`src/rtl/id_ex_stage.sv`:
```
// ID/EX pipeline register with ALU operand selection, operand forwarding and load-use stall.
// Optional feature macro: FORWARD_EN (EX/MEM and MEM/WB forwarding); undefined = stall on any producer match.
module id_ex_stage (
    input  logic        clk,
    input  logic        rst,
    input  logic        id_valid,
    output logic        id_ready,
    input  logic [4:0]  id_rs1_addr,
    input  logic [4:0]  id_rs2_addr,
    input  logic [4:0]  id_rd_addr,
    input  logic [31:0] id_rs1_data,
    input  logic [31:0] id_rs2_data,
    input  logic [31:0] id_imm,
    input  logic [1:0]  id_op_kind,
    input  logic [2:0]  id_funct3,
    input  logic [6:0]  id_funct7,
    input  logic        id_reg_write,
    input  logic        id_mem_read,
    input  logic [4:0]  exmem_rd_addr,
    input  logic        exmem_reg_write,
    input  logic [31:0] exmem_result,
    input  logic [4:0]  memwb_rd_addr,
    input  logic        memwb_reg_write,
    input  logic [31:0] memwb_result,
    input  logic        flush,
    input  logic        ex_ready,
    output logic        ex_valid,
    output logic [31:0] ex_data1,
    output logic [31:0] ex_data2,
    output logic [4:0]  ex_select,
    output logic [4:0]  ex_rd_addr,
    output logic        ex_reg_write,
    output logic        ex_mem_read
);

    localparam logic [1:0] KIND_OP_IMM = 2'b01;
    localparam logic [1:0] KIND_OP     = 2'b10;

    // Handshake: an instruction moves from ID into this stage on a rising edge where
    // id_valid & id_ready; it leaves on an edge where ex_valid & ex_ready. Neither side
    // may make valid depend on ready; flush and rst kill whatever would be captured.

    logic        valid_q;
    logic [4:0]  rs1_q;
    logic [4:0]  rs2_q;
    logic [4:0]  rd_q;
    logic [31:0] rs1_data_q;
    logic [31:0] rs2_data_q;
    logic [31:0] imm_q;
    logic [4:0]  sel_q;
    logic        use_rs2_q;
    logic        reg_write_q;
    logic        mem_read_q;

    logic [4:0]  sel_d;
    logic [31:0] rs1_fwd;
    logic [31:0] rs2_fwd;
    logic        hazard;
    logic        capture;
    logic        hold;

    always_comb begin
        sel_d = 5'b00000;
        case (id_op_kind)
            KIND_OP:     sel_d = {id_funct3, id_funct7[5], id_funct7[0]};
            KIND_OP_IMM: sel_d = {id_funct3, (id_funct3 == 3'b101) & id_funct7[5], 1'b0};
            default:     sel_d = 5'b00000;
        endcase
    end

`ifdef FORWARD_EN
    // Youngest producer wins; x0 is never a forwarding source.
    function automatic logic [31:0] forward(input logic [4:0]  addr,
                                            input logic [31:0] stored,
                                            input logic        exmem_we,
                                            input logic [4:0]  exmem_rd,
                                            input logic [31:0] exmem_val,
                                            input logic        memwb_we,
                                            input logic [4:0]  memwb_rd,
                                            input logic [31:0] memwb_val);
        logic [31:0] res;
        res = stored;
        if (memwb_we && (memwb_rd != 5'd0) && (memwb_rd == addr))
            res = memwb_val;
        if (exmem_we && (exmem_rd != 5'd0) && (exmem_rd == addr))
            res = exmem_val;
        return res;
    endfunction

    assign rs1_fwd = forward(rs1_q, rs1_data_q, exmem_reg_write, exmem_rd_addr, exmem_result,
                             memwb_reg_write, memwb_rd_addr, memwb_result);
    assign rs2_fwd = forward(rs2_q, rs2_data_q, exmem_reg_write, exmem_rd_addr, exmem_result,
                             memwb_reg_write, memwb_rd_addr, memwb_result);

    // Only a load sitting here cannot be forwarded in time.
    assign hazard = valid_q & mem_read_q & (rd_q != 5'd0) &
                    ((rd_q == id_rs1_addr) |
                     ((id_op_kind == KIND_OP) & (rd_q == id_rs2_addr)));
`else
    function automatic logic rs_match(input logic       we,
                                      input logic [4:0] rd,
                                      input logic [4:0] rs1,
                                      input logic [4:0] rs2);
        return we && (rd != 5'd0) && ((rd == rs1) || (rd == rs2));
    endfunction

    assign rs1_fwd = rs1_data_q;
    assign rs2_fwd = rs2_data_q;

    // Without forwarding, any in-flight writer of a source register stalls ID.
    assign hazard = rs_match(valid_q & reg_write_q, rd_q, id_rs1_addr, id_rs2_addr) |
                    rs_match(exmem_reg_write, exmem_rd_addr, id_rs1_addr, id_rs2_addr) |
                    rs_match(memwb_reg_write, memwb_rd_addr, id_rs1_addr, id_rs2_addr);

    logic unused_nofwd;
    assign unused_nofwd = ^{exmem_result, memwb_result, rs1_q, rs2_q};
`endif

    logic unused_funct7;
    assign unused_funct7 = ^{id_funct7[6], id_funct7[4:1]};

    assign id_ready = (~valid_q | ex_ready) & ~hazard;
    assign capture  = id_valid & id_ready;
    assign hold     = valid_q & ~ex_ready;

    always_ff @(posedge clk) begin
        if (rst) begin
            valid_q     <= 1'b0;
            rs1_q       <= '0;
            rs2_q       <= '0;
            rd_q        <= '0;
            rs1_data_q  <= '0;
            rs2_data_q  <= '0;
            imm_q       <= '0;
            sel_q       <= '0;
            use_rs2_q   <= 1'b0;
            reg_write_q <= 1'b0;
            mem_read_q  <= 1'b0;
        end else if (flush) begin
            valid_q <= 1'b0;
        end else if (capture) begin
            valid_q     <= 1'b1;
            rs1_q       <= id_rs1_addr;
            rs2_q       <= id_rs2_addr;
            rd_q        <= id_rd_addr;
            rs1_data_q  <= id_rs1_data;
            rs2_data_q  <= id_rs2_data;
            imm_q       <= id_imm;
            sel_q       <= sel_d;
            use_rs2_q   <= (id_op_kind == KIND_OP);
            reg_write_q <= id_reg_write;
            mem_read_q  <= id_mem_read;
        end else if (hold) begin
            // Latch forwarded operands so they survive the producers retiring.
            rs1_data_q <= rs1_fwd;
            rs2_data_q <= rs2_fwd;
        end else begin
            valid_q <= 1'b0;
        end
    end

    assign ex_valid     = valid_q;
    assign ex_data1     = valid_q ? rs1_fwd : 32'd0;
    assign ex_data2     = valid_q ? (use_rs2_q ? rs2_fwd : imm_q) : 32'd0;
    assign ex_select    = valid_q ? sel_q : 5'd0;
    assign ex_rd_addr   = rd_q;
    assign ex_reg_write = valid_q & reg_write_q;
    assign ex_mem_read  = valid_q & mem_read_q;

endmodule

```
`config.mk`:
```
export PLATFORM = sky130hd
export DESIGN_NAME = id_ex_stage
export DESIGN_NICKNAME = d
export VERILOG_FILES = /design/src/rtl/id_ex_stage.sv
export SDC_FILE = /design/constraint.sdc
export NUM_CORES = 1
export LEC_CHECK = 0
export ABC_AREA = 0
export BUFFER_PORTS_ARGS = -buffer_cell sky130_fd_sc_hd__buf_4
export CAP_MARGIN = 20
export CORE_MARGIN = 2
export CORE_UTILIZATION = 43
export DETAILED_ROUTE_END_ITERATION = 10
export GPL_ROUTABILITY_DRIVEN = 0
export HOLD_SLACK_MARGIN = 0.05
export PLACE_DENSITY_LB_ADDON = 0.1
export SYNTH_ARGS = -nofsm -noshare
export SYNTH_HDL_FRONTEND = slang
export SYNTH_SLANG_ARGS = --single-unit
```
`constraint.sdc`:
```
create_clock -name clk -period 2 [get_ports clk]
set_input_delay 0.4 -clock clk [delete_from_list [all_inputs] [get_ports clk]]
set_output_delay 0.4 -clock clk [all_outputs]
set_load 0.02 [all_outputs]
```
==> results.sh, run 1 <==
export IMPL_power_total_uw=5220
export IMPL_htreeDepth=3
export IMPL_antenna_found_initial=0
export IMPL_synth_area_mux_share=0.231
export IMPL_die_y_um=123
export IMPL_synth_compound_area_frac=0.0105
export IMPL_fin_area_um2=8760
export IMPL_synth_cell_types=25
export IMPL_netlist_area_um2=6100
export IMPL_synth_top_area_frac=0.361
export IMPL_gr_total_overflow=0
export IMPL_r2r_slack_ns=-0.08
export IMPL_ys_top_cells_by_area="dfxtp_1 36%, mux2i_1 23%, nand2b_1 22%"
export IMPL_period_needed_ns=2.23
export IMPL_root_buffer="clkbuf_16"
export IMPL_core_um2=13900
export IMPL_final_antenna_net_count=0
export IMPL_wl_met2_um=8430
export IMPL_p_comb_frac=0.205
export IMPL_fin_nets=1087
export IMPL_finalWorstSetupSlack_ns=-0.228
export IMPL_grt_pass1_wl_um=23200
export IMPL_grt_max_degree=102
export IMPL_p_int_uw=3860
export IMPL_synthArstFlopShare=0
export IMPL_setup_viol=89
export IMPL_dieArea_um2=15200
export IMPL_dp_cells=1022
export IMPL_routedWlPerCell_um=15.8
export IMPL_area_growth_pct=43.5
export IMPL_critPathMaxFanout=4
export IMPL_drv_cap=0
export IMPL_cts_max_path_buffers=2
export IMPL_synth_seq_cells=110
export IMPL_wl_met3_um=1070
export IMPL_cts_sinks=110
export IMPL_drv_slew=0
export IMPL_yosysTopAreaCell="dfxtp_1"
export IMPL_synthTopCellsByCount="213 x nand2b_1, 141 x mux2i_1, 110 x dfxtp_1, 39 x and2_1, 36 x clkbuf_1"
export IMPL_fp_dieW_um=123
export IMPL_grt_pass1_vias=4862
export IMPL_hp_class="in -> reg"
export IMPL_vias=5135
export IMPL_cp_data_required_time_ns=1.60
export IMPL_synth_xor_area_frac=0.0431
export IMPL_rr_endpoint="rs2_data_q[22]$_SDFFE_PP0P_"
export IMPL_num_rows=43
export IMPL_port_buffers=214
export IMPL_final_period_utilization=1.11
export IMPL_synth_edf_count=0
export IMPL_max_slew_margin_rel=0.486
export IMPL_cts_tree="built"
export IMPL_initial_core_util=0.440
export IMPL_p_leak_uw=0.00417
export IMPL_yosysMostFrequentCell="nand2b_1"
export IMPL_first_pass_iters=4
export IMPL_seq_power_share=0.456
export IMPL_clock_latency_ns=0.35
export IMPL_tns_ns=-2.96
export IMPL_dpl_cell_area_um2=7970
export IMPL_drive_gt1_frac=0.328
export IMPL_pin_count=284
export IMPL_synthCells=654
export IMPL_syn_nets=862
export IMPL_ys_warnings_count=0
export IMPL_synth_top_family_by_area="simple AND/OR/NAND/NOR gates"
export IMPL_track_usage=0.193
export IMPL_via_per_inst=4.83
export IMPL_ys_flop_type="dfxtp_1"
export IMPL_fin_cells=1064
export IMPL_failed_checks="negative setup slack"
export IMPL_tightest_slew_ns=0.770
export IMPL_fillCellCount=1168
export IMPL_antenna_cells=0
export IMPL_cp_arrival_ns=1.83
export IMPL_hold_start="flush"
export IMPL_yosys_area_share_simple=0.315
export IMPL_holdPathStages=2
export IMPL_clkPwrFrac=0.340
export IMPL_postCtsHoldBufs=0
export IMPL_fmax_mhz=449
export IMPL_crit_type="reg -> out"
export IMPL_power_per_cell_area_nw_per_um2=596
export IMPL_drc=0
export IMPL_endpoint_kind="output pin"
export IMPL_highest_layer="met4"
export IMPL_start_kind="flop"
export IMPL_first_iter_violations=192
export IMPL_avgSynthCellArea_um2=9.33
export IMPL_wl_met1_um=7140
export IMPL_vdd_ir_drop_max_v=0.000382
export IMPL_r2r_start="ex_rd_addr[1]$_SDFFE_PP0P_"
export IMPL_clkSlewWorstSetupHoldPaths_ns=0.07
export IMPL_status="complete, but fails checks"
export IMPL_finClkSkew_ns=0.00404
export IMPL_yosys_area_share_adder=0.00410
export IMPL_wirelength_um=16800
export IMPL_place_ws_ns=-0.179
export IMPL_numCtsBuffers=9
export IMPL_p_switching_uw=1360
export IMPL_rsz0062_at_grt="yes"
export IMPL_hold_viol_final=0
export IMPL_rr_worst_depth=8
export IMPL_synth_yosys_seq_area_share=0.361
export IMPL_dp_hpwl_um=10400
export IMPL_switching_share=0.260
export IMPL_hold_end="ex_valid$_SDFFE_PP0P_"
area by class of cell:
type                    instances  area (um^2)  area share
repair buffers                261         2300       0.262
clock buffers                  12          256      0.0293
flip-flops and latches        110         2210       0.252
multi-input cells             495         3730       0.426
well taps                     180          225      0.0257
inverters                       2         7.51    0.000857
clock inverters                 4         30.0     0.00343
cells in the final DEF, fill, tap and decap left out, drive strengths merged:
cell type  instances
a22oi              2
a31oi              1
and2              39
buf              252
clkbuf            21
clkinv             2
clkinvlp           1
dfxtp            110
ha                 2
inv                3
mux2i            141
nand2              5
nand2b           213
nand3              4
nand3b             1
nor2               7
nor2b             33
nor3               8
nor3b              1
o211ai             1
o21ai              2
o221ai             1
o22a               1
or4                3
xnor2              6
xor2              24
layer usage:
metal,GRT usage,vias up
met3,0.0484,17
met2,0.332,127
li1,-,2570
met5,0,-
met4,0.0597,0
met1,0.237,2421
worst max-delay path by stage:
stage	start	endpoint	slack, ns	depth (start not counted)
3_3_place_gp	memwb_rd_addr[1]	rs1_data_q[13]$_SDFFE_PP0P_	-0.11	7
5_1_grt	ex_rd_addr[1]$_SDFFE_PP0P_	id_ready	-0.29	6
2_1_floorplan	ex_valid$_SDFFE_PP0P_	rs2_data_q[14]$_SDFFE_PP0P_	0.04	9
4_1_cts	ex_rd_addr[1]$_SDFFE_PP0P_	id_ready	-0.25	6
6_report	ex_rd_addr[1]$_SDFFE_PP0P_	id_ready	-0.23	6
3_5_place_dp	id_rs1_addr[0]	rs2_data_q[22]$_SDFFE_PP0P_	-0.18	9
power groups by stage:
stage	sequential, uW	clock, uW	combinational [uW]
finish	2380	1770	1070
global route	2390	1890	1150
CTS	2380	1810	908
detailed placement	2430	0	902
global placement	2420	0	881
floorplan	2420	0	515
state kept, by name, summed over array words and instances, names as in the netlist:
register     count
imm_q           32
use_rs2_q        1
rs1_data_q      32
reg_write_q      1
ex_valid         1
mem_read_q       1
ex_rd_addr       5
rs2_data_q      32
sel_q            5
repair_timing:
action	4_1_cts	5_1_grt
endpoints found under the setup margin	1	127
pin swaps	1	3
resized for setup	2	26
gates cloned	0	16
buffers inserted	1	9
endpoints found under the hold margin	0	0
stage by stage:
step / util / hold WS, ns
after floorplan: - / 0.447
after global placement: 0.574 / 0.456
after detailed placement: 0.574 / 0.463
after CTS: 0.596 / 0.206
after global routing: 0.631 / 0.208
final: 0.631 / 0.214
cell families (layout without fill, tap and decap cells):
logic type,after synthesis,count (layout)
AOI/OAI and AO/OA,8,8
xor gates and xnor gates,30,30
adders and majority gates,2,2
buffers and inverters,50,279
DFF,110,110
muxes,141,141
and+or+nand+nor,313,314
critical path: stages (launching register included):
cell     delay [ns]
dfxtp_4        0.36
or4_4          0.51
o21ai_2        0.14
o22a_2         0.15
nand2_2        0.05
nor2_2         0.12
buf_6          0.13
(Power assumes the default switching activity.)
==> run 2, diff against run 1 <==
Settings changed: SKIP_LAST_GASP from default to 1.
==> run 2 against run 1 <==
  * The run still ends with negative setup slack left
  * Sequential power barely moved
  * Hold slack improved by 0.0028 ns
  * Register-to-register slack improved by 0.03 ns
  * Fmax rose by 0.11%
  * Combinational power barely moved
  * Via count fell by 0.49%
  * Clock power barely moved
  * Die area did not move
  * Sequential cell count did not move
  * Count of clock-buffer cells in the layout did not move
  * Setup slack improved by 0.0024 ns
  * Critical endpoint unchanged
  * Largest cell class unchanged
==> results.sh, run 2 (same netlist as run 1, synthesis figures left out) <==
export IMPL_status="complete, but fails checks"
export IMPL_failed_checks="negative setup slack"
export IMPL_numCtsBuffers=9
export IMPL_fillCellCount=1183
export IMPL_cts_max_path_buffers=2
export IMPL_grt_max_degree=102
export IMPL_drc=0
export IMPL_final_period_utilization=1.11
export IMPL_max_slew_margin_rel=0.499
export IMPL_rsz0062_at_grt="yes"
export IMPL_initial_core_util=0.440
export IMPL_fin_nets=1087
export IMPL_antenna_found_initial=0
export IMPL_final_antenna_net_count=0
export IMPL_gr_total_overflow=0
export IMPL_finClkSkew_ns=0.00570
export IMPL_clkSlewWorstSetupHoldPaths_ns=0.07
export IMPL_first_iter_violations=213
export IMPL_rr_endpoint="imm_q[15]$_SDFFE_PP0P_"
export IMPL_drive_gt1_frac=0.330
export IMPL_hp_class="in -> reg"
export IMPL_reg_top3="imm_q: 32 flops, rs1_data_q: 32 flops, rs2_data_q: 32 flops"
export IMPL_fmax_mhz=449
export IMPL_drv_slew=0
export IMPL_setup_viol=41
export IMPL_fin_area_um2=8720
export IMPL_vias=5110
export IMPL_core_um2=13900
export IMPL_p_leak_uw=0.00415
export IMPL_power_per_cell_area_nw_per_um2=595
export IMPL_rr_worst_depth=8
export IMPL_postLayoutCoreUtil=0.628
export IMPL_antenna_cells=0
export IMPL_dp_hpwl_um=10400
export IMPL_start_kind="flop"
export IMPL_vdd_ir_drop_max_v=0.000387
export IMPL_num_rows=43
export IMPL_cts_tree="built"
export IMPL_dieArea_um2=15200
export IMPL_dpl_cell_area_um2=7970
export IMPL_r2r_slack_ns=-0.05
export IMPL_wirelength_um=16600
export IMPL_pin_count=284
export IMPL_crit_type="reg -> out"
export IMPL_cp_arrival_ns=1.83
export IMPL_track_usage=0.193
export IMPL_period_needed_ns=2.23
export IMPL_holdPathStages=2
export IMPL_finalWorstSetupSlack_ns=-0.226
export IMPL_area_growth_pct=42.9
export IMPL_drv_cap=0
export IMPL_hold_end="ex_valid$_SDFFE_PP0P_"
export IMPL_cp_data_required_time_ns=1.60
export IMPL_layout_common_cells="234 x buf_4, 213 x nand2b_1, 139 x mux2i_1"
export IMPL_fp_dieW_um=123
export IMPL_root_buffer="clkbuf_16"
export IMPL_grt_pass1_vias=4862
export IMPL_mostFrequentLayoutCell="buf_4"
export IMPL_hold_start="flush"
export IMPL_endpoint_kind="output pin"
export IMPL_cts_sinks=110
export IMPL_grt_pass1_wl_um=23200
export IMPL_via_per_inst=4.80
export IMPL_critPathMaxFanout=4
export IMPL_r2r_start="ex_rd_addr[1]$_SDFFE_PP0P_"
export IMPL_die_y_um=123
export IMPL_htreeDepth=3
export IMPL_clock_latency_ns=0.35
export IMPL_first_pass_iters=4
export IMPL_hold_viol_final=0
export IMPL_port_buffers=214
export IMPL_routedWlPerCell_um=15.6
export IMPL_tns_ns=-0.849
export IMPL_tightest_slew_ns=0.750
==> run 2: changes by cell type in the layout (fill, tap and decap cells not counted), sizes merged <==
cell and delta:
buf +1, clkbuf -1
==> run 2: final cells by class <==
type                            instances  area [um^2]  share of cell area
Clock buffer                           12          256              0.0294
Clock inverter                          4         30.0             0.00344
Inverter                                2         7.51            0.000861
Multi-Input combinational cell        495         3740               0.429
Sequential cell                       110         2210               0.253
Tap cell                              180          225              0.0258
Timing Repair Buffer                  261         2250               0.258
==> run 2: worst max-delay path: stages (launching register included) <==
cell and delay (ns):
dfxtp_4 0.36, or4_4 0.51, o21ai_2 0.14, o22a_2 0.16, nand2_2 0.05, nor2_2 0.12
buf_6 0.13
==> run 2: worst max path at each step <==
stage | startpoint | to | slack, ns
after global placement | memwb_rd_addr[1] | rs1_data_q[13]$_SDFFE_PP0P_ | -0.11
after CTS | ex_rd_addr[1]$_SDFFE_PP0P_ | id_ready | -0.25
final | ex_rd_addr[1]$_SDFFE_PP0P_ | id_ready | -0.23
after floorplan | ex_valid$_SDFFE_PP0P_ | rs2_data_q[14]$_SDFFE_PP0P_ | 0.04
after detailed placement | id_rs1_addr[0] | rs2_data_q[22]$_SDFFE_PP0P_ | -0.18
after global routing | ex_rd_addr[1]$_SDFFE_PP0P_ | id_ready | -0.29
==> run 2: timing repair <==
action,CTS,global route
hold buffers,0,0
buffers inserted,1,11
cloned,0,14
setup endpoints to repair,1,132
pin swaps,1,5
resized for setup,1,26
==> run 2: metal layers <==
layer / routed length [um] / share of wire / GRT usage / vias up
li1: - / - / - / 2561
met1: 7080 / 0.43 / 0.237 / 2388
met2: 8240 / 0.50 / 0.332 / 140
met3: 1050 / 0.063 / 0.0484 / 21
met4: 223 / 0.013 / 0.0597 / 0
met5: 0 / 0 / 0 / -
==> run 2: per-stage QoR <==
stage / total power (uW) / worst slack (ns) / hold WS [ns] / std cells
after floorplan: 2930 / 0.0377 / 0.447 / 654
after global placement: 3300 / -0.114 / 0.456 / 1022
after detailed placement: 3330 / -0.179 / 0.463 / 1022
after CTS: 5100 / -0.252 / 0.206 / 1039
after global routing: 5420 / -0.293 / 0.207 / 1064
final: 5190 / -0.226 / 0.217 / 1064
==> run 2: report_power, final <==
group | total, uW | internal, uW | leakage [uW] | switching (uW)
Combinational | 1050 | 614 | 0.00311 | 438
Sequential | 2380 | 2310 | 0.000901 | 65.8
Clock | 1760 | 920 | 0.000139 | 836
Total | 5190 | 3850 | 0.00415 | 1340
